## src/rtl/serial_borrow_subtractor.sv

```systemverilog
// Bit-serial subtractor: computes a - b - bin one bit per clock, LSB first,
// with a single full-subtractor cell, a borrow flop and a valid/ready handshake.

module serial_borrow_subtractor_cell (
    input  logic a,
    input  logic b,
    input  logic br,
    output logic d,
    output logic bo
);
    assign d  = a ^ b ^ br;
    assign bo = (~a & b) | (~(a ^ b) & br);
endmodule

module serial_borrow_subtractor #(
    parameter int WIDTH = 8
) (
    input  logic             clk,
    input  logic             rst_n,
    input  logic             in_valid,
    output logic             in_ready,
    input  logic [WIDTH-1:0] a,
    input  logic [WIDTH-1:0] b,
    input  logic             bin,
    output logic             out_valid,
    input  logic             out_ready,
    output logic [WIDTH-1:0] diff,
    output logic             bout,
    output logic             ovf,
    output logic             zero
);
    localparam int CW = $clog2(WIDTH);

    typedef enum logic [1:0] {IDLE, RUN, DONE} state_t;

    state_t           state_q, state_d;
    logic [WIDTH-1:0] a_sr, b_sr;
    logic [WIDTH-2:0] res_sr;
    logic [CW-1:0]    cnt;
    logic             br;
    logic             a_msb, b_msb;
    logic             d_bit, bo_bit;
    logic             last;
    logic [WIDTH-1:0] res_next;

    serial_borrow_subtractor_cell u_cell (
        .a  (a_sr[0]),
        .b  (b_sr[0]),
        .br (br),
        .d  (d_bit),
        .bo (bo_bit)
    );

    assign last     = (cnt == CW'(WIDTH - 1));
    // the bit computed this cycle enters from the MSB side
    assign res_next = {d_bit, res_sr};

    assign in_ready  = (state_q == IDLE);
    assign out_valid = (state_q == DONE);

    always_ff @(posedge clk or negedge rst_n) begin
        if (!rst_n) state_q <= IDLE;
        else        state_q <= state_d;
    end

    always_comb begin
        state_d = state_q;
        case (state_q)
            IDLE:    if (in_valid)  state_d = RUN;
            RUN:     if (last)      state_d = DONE;
            DONE:    if (out_ready) state_d = IDLE;
            default:                state_d = IDLE;
        endcase
    end

    always_ff @(posedge clk or negedge rst_n) begin
        if (!rst_n) begin
            a_sr   <= '0;
            b_sr   <= '0;
            res_sr <= '0;
            cnt    <= '0;
            br     <= 1'b0;
            a_msb  <= 1'b0;
            b_msb  <= 1'b0;
            diff   <= '0;
            bout   <= 1'b0;
            ovf    <= 1'b0;
            zero   <= 1'b0;
        end else begin
            case (state_q)
                IDLE: if (in_valid) begin
                    a_sr  <= a;
                    b_sr  <= b;
                    br    <= bin;
                    cnt   <= '0;
                    a_msb <= a[WIDTH-1];
                    b_msb <= b[WIDTH-1];
                end
                RUN: begin
                    a_sr   <= a_sr >> 1;
                    b_sr   <= b_sr >> 1;
                    br     <= bo_bit;
                    cnt    <= cnt + 1'b1;
                    res_sr <= res_next[WIDTH-1:1];
                    // result outputs only change when an operation completes
                    if (last) begin
                        diff <= res_next;
                        bout <= bo_bit;
                        ovf  <= (a_msb != b_msb) & (d_bit != a_msb);
                        zero <= (res_next == '0);
                    end
                end
                default: ;
            endcase
        end
    end
endmodule

```

## config.mk

```make
export PLATFORM = sky130hd
export DESIGN_NAME = serial_borrow_subtractor
export DESIGN_NICKNAME = d
export VERILOG_FILES = /design/src/rtl/serial_borrow_subtractor.sv
export SDC_FILE = /design/constraint.sdc
export NUM_CORES = 1
export LEC_CHECK = 0
export BUFFER_PORTS_ARGS = -buffer_cell sky130_fd_sc_hd__buf_2
export CAP_MARGIN = 20
export CORE_MARGIN = 10
export CORE_UTILIZATION = 45
export CTS_BUF_LIST = sky130_fd_sc_hd__clkbuf_8
export DETAILED_ROUTE_END_ITERATION = 10
export PLACE_DENSITY = 0.78
export SYNTH_ARGS = -nofsm -noshare
export SYNTH_HDL_FRONTEND = slang
export SYNTH_SLANG_ARGS = --single-unit
export TNS_END_PERCENT = 50
```

## constraint.sdc

```tcl
create_clock -name clk -period 1.8 [get_ports clk]
set_input_delay 0.27 -clock clk [delete_from_list [all_inputs] [get_ports clk]]
set_output_delay 0.27 -clock clk [all_outputs]
set_load 0.01 [all_outputs]
```

# After elaboration in Yosys (flattened, before gate mapping)
# Index checks and enable logic that the tools add are counted.
# word_totals
ff_bits,42
in_bits,21
out_inout_bits,13
word_cells,48
# op_classes
addsub,1
eq_ne,8
muxes,12
n_bitwise,8
n_reduce_logical,7
# ops
cell,n
8-bit case mux with 2 select lines,2
8-bit 2-to-1 mux,2
8-bit zero test,1
2-bit 2-to-1 mux,3
2-bit case mux with 3 select lines,1
3-bit case mux with 2 select lines,1
2-bit AND reduction,3
"2-bit != test, second input constant",2
"3-bit by 1-bit adder with 3-bit output, second input constant",1
1-bit AND,3
"3-bit == test, second input constant",1
3-bit 2-to-1 mux,1
3-bit AND reduction,1
"2-bit by 1-bit == test with 1-bit output, second input constant",1
"2-bit == test, second input constant",1
2-bit zero test,1
1-bit != test,2
"2-bit by 1-bit != test with 1-bit output, second input constant",1
1-bit NOT,2
1-bit case mux with 2 select lines,1
2-bit nonzero test,1
1-bit XOR,2
1-bit 2-to-1 mux,1
1-bit bitwise OR,1

# Logic depth before layout (Yosys ltp)
# depth
ltp_word,5
ltp_mapped,6
ltp_nobuf,5

# Hierarchy
# Synthesis repeated with hierarchy kept, for this count alone.
# hier_totals
hier_cells,171
hier_area_um2,1943.1
# by_module_without_submodules
mod,instances,cells_per_inst,area_per_inst_um2,seq_area_each_um2
serial_borrow_subtractor,1,167,1911.8,1051.0
serial_borrow_subtractor_cell,1,4,31.3,0.0

# Worst setup path after synthesis
# Ideal clock, no wire load.
# synth_path
kind,flip-flop to flip-flop
startpoint,register cnt[0]
endpoint,register diff[0]
setup_ns,0.128
t_arrival_ns,1.384
required_ns,1.672
slack_ns,0.288
stages_incl_launch_ff,6
n_path_buf,1
synth_period_minus_slack_ns,1.512
path_cell_list,dfrtp_1 -> ha_1 -> ha_1 -> nand3b_4 -> buf_2 -> mux2_1
# synth_via
elab_chain_len,2
# synth_lines
element,line,rtl
"start, declared",39,logic [CW-1:0] cnt;
"start signal, assigned",103,cnt <= cnt + 1'b1;
3-bit == test,54,assign last = (cnt == CW'(WIDTH - 1));
2-bit AND reduction (no source line),n/a,
"end signal, assigned",107,diff <= res_next;
"end, declared",27,"output logic [WIDTH-1:0] diff,"
# Every way passes these cells.
# A chain may end at the register's enable or synchronous reset.

# Final worst setup path
# layout_path
startpoint,register b_sr[0]
endpoint,register zero
# layout_via
elab_chain_len,3
# layout_lines
element,line,rtl
"start, declared",37,"logic [WIDTH-1:0] a_sr, b_sr;"
"start signal, assigned",101,b_sr <= b_sr >> 1;
1-bit XOR (2 in a row),11,assign d = a ^ b ^ br;
named net d_bit,42,"logic d_bit, bo_bit;"
8-bit zero test,110,zero <= (res_next == '0);
"end signal, assigned",110,
"end, declared",30,output logic zero
# The timed path passes the listed nets, and every way through them passes these cells.

==> summary.txt <==
Logic synthesis
  – Predominant post-synthesis flop cell: dfrtp_1
  – Post-synthesis net count: 209
  – Register area share after synthesis: 54.72%
  – Post-synth cell types: 25
  – XOR/XNOR share of the synthesized area: 0%
  – Yosys reg bits: between 40 and 50
  – Post-synthesis cell count: 185
  – Mapped cell area: 1921 um2
  – Adder-cell share of the synthesized area: 2.345%
  – Largest family of logic cells by synthesized area: compound AO/OA/AOI/OAI gates
  – Post-synth EDFFs: 0
  – Mux cell area share after synthesis: roughly 6.4%
  – Mean Syn Cell Area: just over 10 um2
  – Ys async rst share: 100.0%
  – Synth warnings: 0
  – Simple-gate share of the synthesized area: 14.85%
  – Complex-gate fraction of the synthesized area: between 10% and 20%

Global routing
  – Vias in the first global route: 1,556
  – Pin count of the biggest net entering global routing: 43
  – First-pass GRT wire length: 7.203 mm
  – Grt ovf: 0
  – Initial antenna violation count: 0
  – Total GRT Usage: 11.94%

Detailed routing
  – Final WL: 4.145 mm
  – DRC: 0
  – DR vias/cell: 5.399
  – Routed Antenna Nets: 0
  – DR iter-0 viols: 86
  – DR vias: 1,474
  – Drt pass-1 iters: 4
  – WL/cell: 15.18 um

Clocking
  – Root Buffer: clkbuf_8
  – CTS H-tree depth: 2
  – TritonCTS buffer count: 5
  – Clock sink count: 42
  – CTS max path bufs: 2
  – Clock slew at reported path FFs: 0.08 ns
  – Worst skew pair latency: 0.29 ns
  – CTS tree: built
  – Post_cts resized: 0
  – Post-CTS setup buffers: 0

Worst hold path
  – Hold path depth: 2
  – Worst min path class: in -> reg
  – Hold Path Origin: out_ready
  – Hold Path End: state_q[1]

STA
  – Final worst slack: 0.1951 ns
  – Worst relative slew slack: 68.25%
  – Fin. Hold Viols: 0
  – Worst-Margin Slew: roughly 0.48 ns
  – Achievable Freq: 623.1 MHz
  – Clock Skews: 0.004234 ns
  – Setup TNS: 0 ns
  – Tmin final: 1.605 ns
  – Final setup fails: 0
  – Share of the clock period used by the worst path: about 90%
  – Max Slew Vio Count: 0
  – RSZ-0062 raised after global routing: false

Setup path
  – Crit path max fanout: 5
  – Worst setup EP type: register
  – CP Data Required Time: a little over 2 ns
  – CP arrival: 1.82 ns
  – Reg2Reg Depth: 5
  – R2R setup slack: 0.20 ns
  – Crit path max-delay family: adder cells
  – Critical path type: reg -> reg
  – Critical path's slowest cell: fa_1
  – Buf/Inv on CP: 1
  – CP max stage delay: ~0.56 ns
  – Cell Chain, Critical Path: inv_1 -> fa_1 -> nor4_1 -> nand2_1 -> o21ai_0
  – Worst setup SP type: register
  – Worst r2r src: b_sr[0]
  – R2R Path End: zero

Floorplan
  – I/O Pins: 34
  – Core Region: slightly above 4000 um2
  – Chip width: 85.33 um
  – Die height: about 85 um
  – Die ar.: roughly 7300 um2
  – FP Rows: 23
  – Initial Utilization: 47.33%

Finish
  – Synth-to-layout area growth: 18.05%
  – Most frequent cells in the layout: dfrtp_1, buf_2, nand2_1
  – Commonest non-fill, non-tap cell in the layout: dfrtp_1
  – # diodes: 0
  – # nets final: between 200 and 250
  – Layout cell share with drive strength beyond 1: roughly a quarter
  – Fillers: 360

Run
  – Max Cap Viol: 0

Placed design
  – Routability congestion estimate: between 0.7 and 0.8
  – Setup Slack @ Placement: approximately 0.26 ns
  – Post-DP HPWL: 2.914 mm
  – Port bufs: 33

Power
  – PD cells: between 1500 and 2000 nW/um2
  – Worst IR Drop VDD: 601.1 uV
  – Leakage power figure: 1.098 nW

Outcome
  – Status: finished clean
-- what timing repair did --
item,4_1_cts,5_1_grt
hold buffers,1,0
setup endpoints to repair,0,0
endpoints found under the hold margin,42,0
-- layout make-up --
cell class	count	area [um2]	area share, %
Tap cell	50	62.56	2.759
Inverter	4	15.01	0.6623
Timing Repair Buffer	42	247.7	10.93
Multi-Input combinational cell	127	799.5	35.26
Clock buffer	6	82.58	3.642
Clock inverter	2	8.758	0.3863
Sequential cell	42	1051	46.36
-- synth_stat cells, types with 3 or more instances --
cell type  count  share of area (%)
a22oi_1       14                5.5
nand2_1       28                5.5
dfrtp_1       42                 55
a2bb2oi_1      3                1.4
inv_1          4               0.78
o21ai_0       20                5.2
nor2b_1       18                5.9
clkbuf_1       6                1.2
a21oi_1       16                4.2
mux2_2         5                2.9
buf_2          5                1.3
mux2_1         5                2.9
-- how the worst max path moves through the flow --
stage | slack, ns | cells past startpoint | from | endpoint
global route | 0.02 | 5 | b_sr[0] | zero
CTS | 0.18 | 5 | b_sr[0] | zero
finish | 0.20 | 5 | b_sr[0] | zero
global placement | 0.29 | 5 | b_sr[0] | zero
detailed placement | 0.26 | 5 | b_sr[0] | zero
floorplan | 0.29 | 5 | cnt[0] | diff[0]
-- per-layer routing --
metal / vias to the layer above / part of all wire [%] / GRT usage (%) / routed length, um
met5: - / 0 / 0 / 0
met4: 0 / 1.6 / 4.940 / 65
met3: 5 / 3.8 / 3.346 / 157
met2: 21 / 51 / 20.44 / 2112
met1: 730 / 44 / 13.58 / 1809
li1: 718 / - / - / -
-- through the flow --
step	instances	power [W]	hold slack [ns]	cell area, um2	utilization (%)
6_report	273	0.003590	0.1617	2267	55.87
4_1_cts	273	0.003635	0.1615	2267	55.87
2_1_floorplan	185	0.002528	-0.02559	1921	-
5_1_grt	273	0.003901	0.1710	2267	55.87
3_5_place_dp	264	0.003005	0.2672	2166	53.38
3_3_place_gp	264	0.002930	0.2605	2166	53.38
-- logic make-up after synthesis --
family,after synthesis
AOI/OAI and AO/OA,58
adders and majority gates,3
buffers and inverters,16
DFF,42
muxes,11
and+or+nand+nor,55
-- power breakdown --
group | total [W] | switching, W | internal, W
sequential | 0.00163 | 0.000291 | 0.00134
combinational | 0.00134 | 0.000704 | 0.000640
clock | 0.000616 | 0.000312 | 0.000304
-- flip-flops by register name (all words and copies together) (netlist names) --
signal,count
ovf,1
zero,1
b_sr,8
br,1
a_sr,8
diff,8
cnt,3
state_q,2
b_msb,1
res_sr,7
a_msb,1
bout,1
Power figures use the tool's default switching activity.
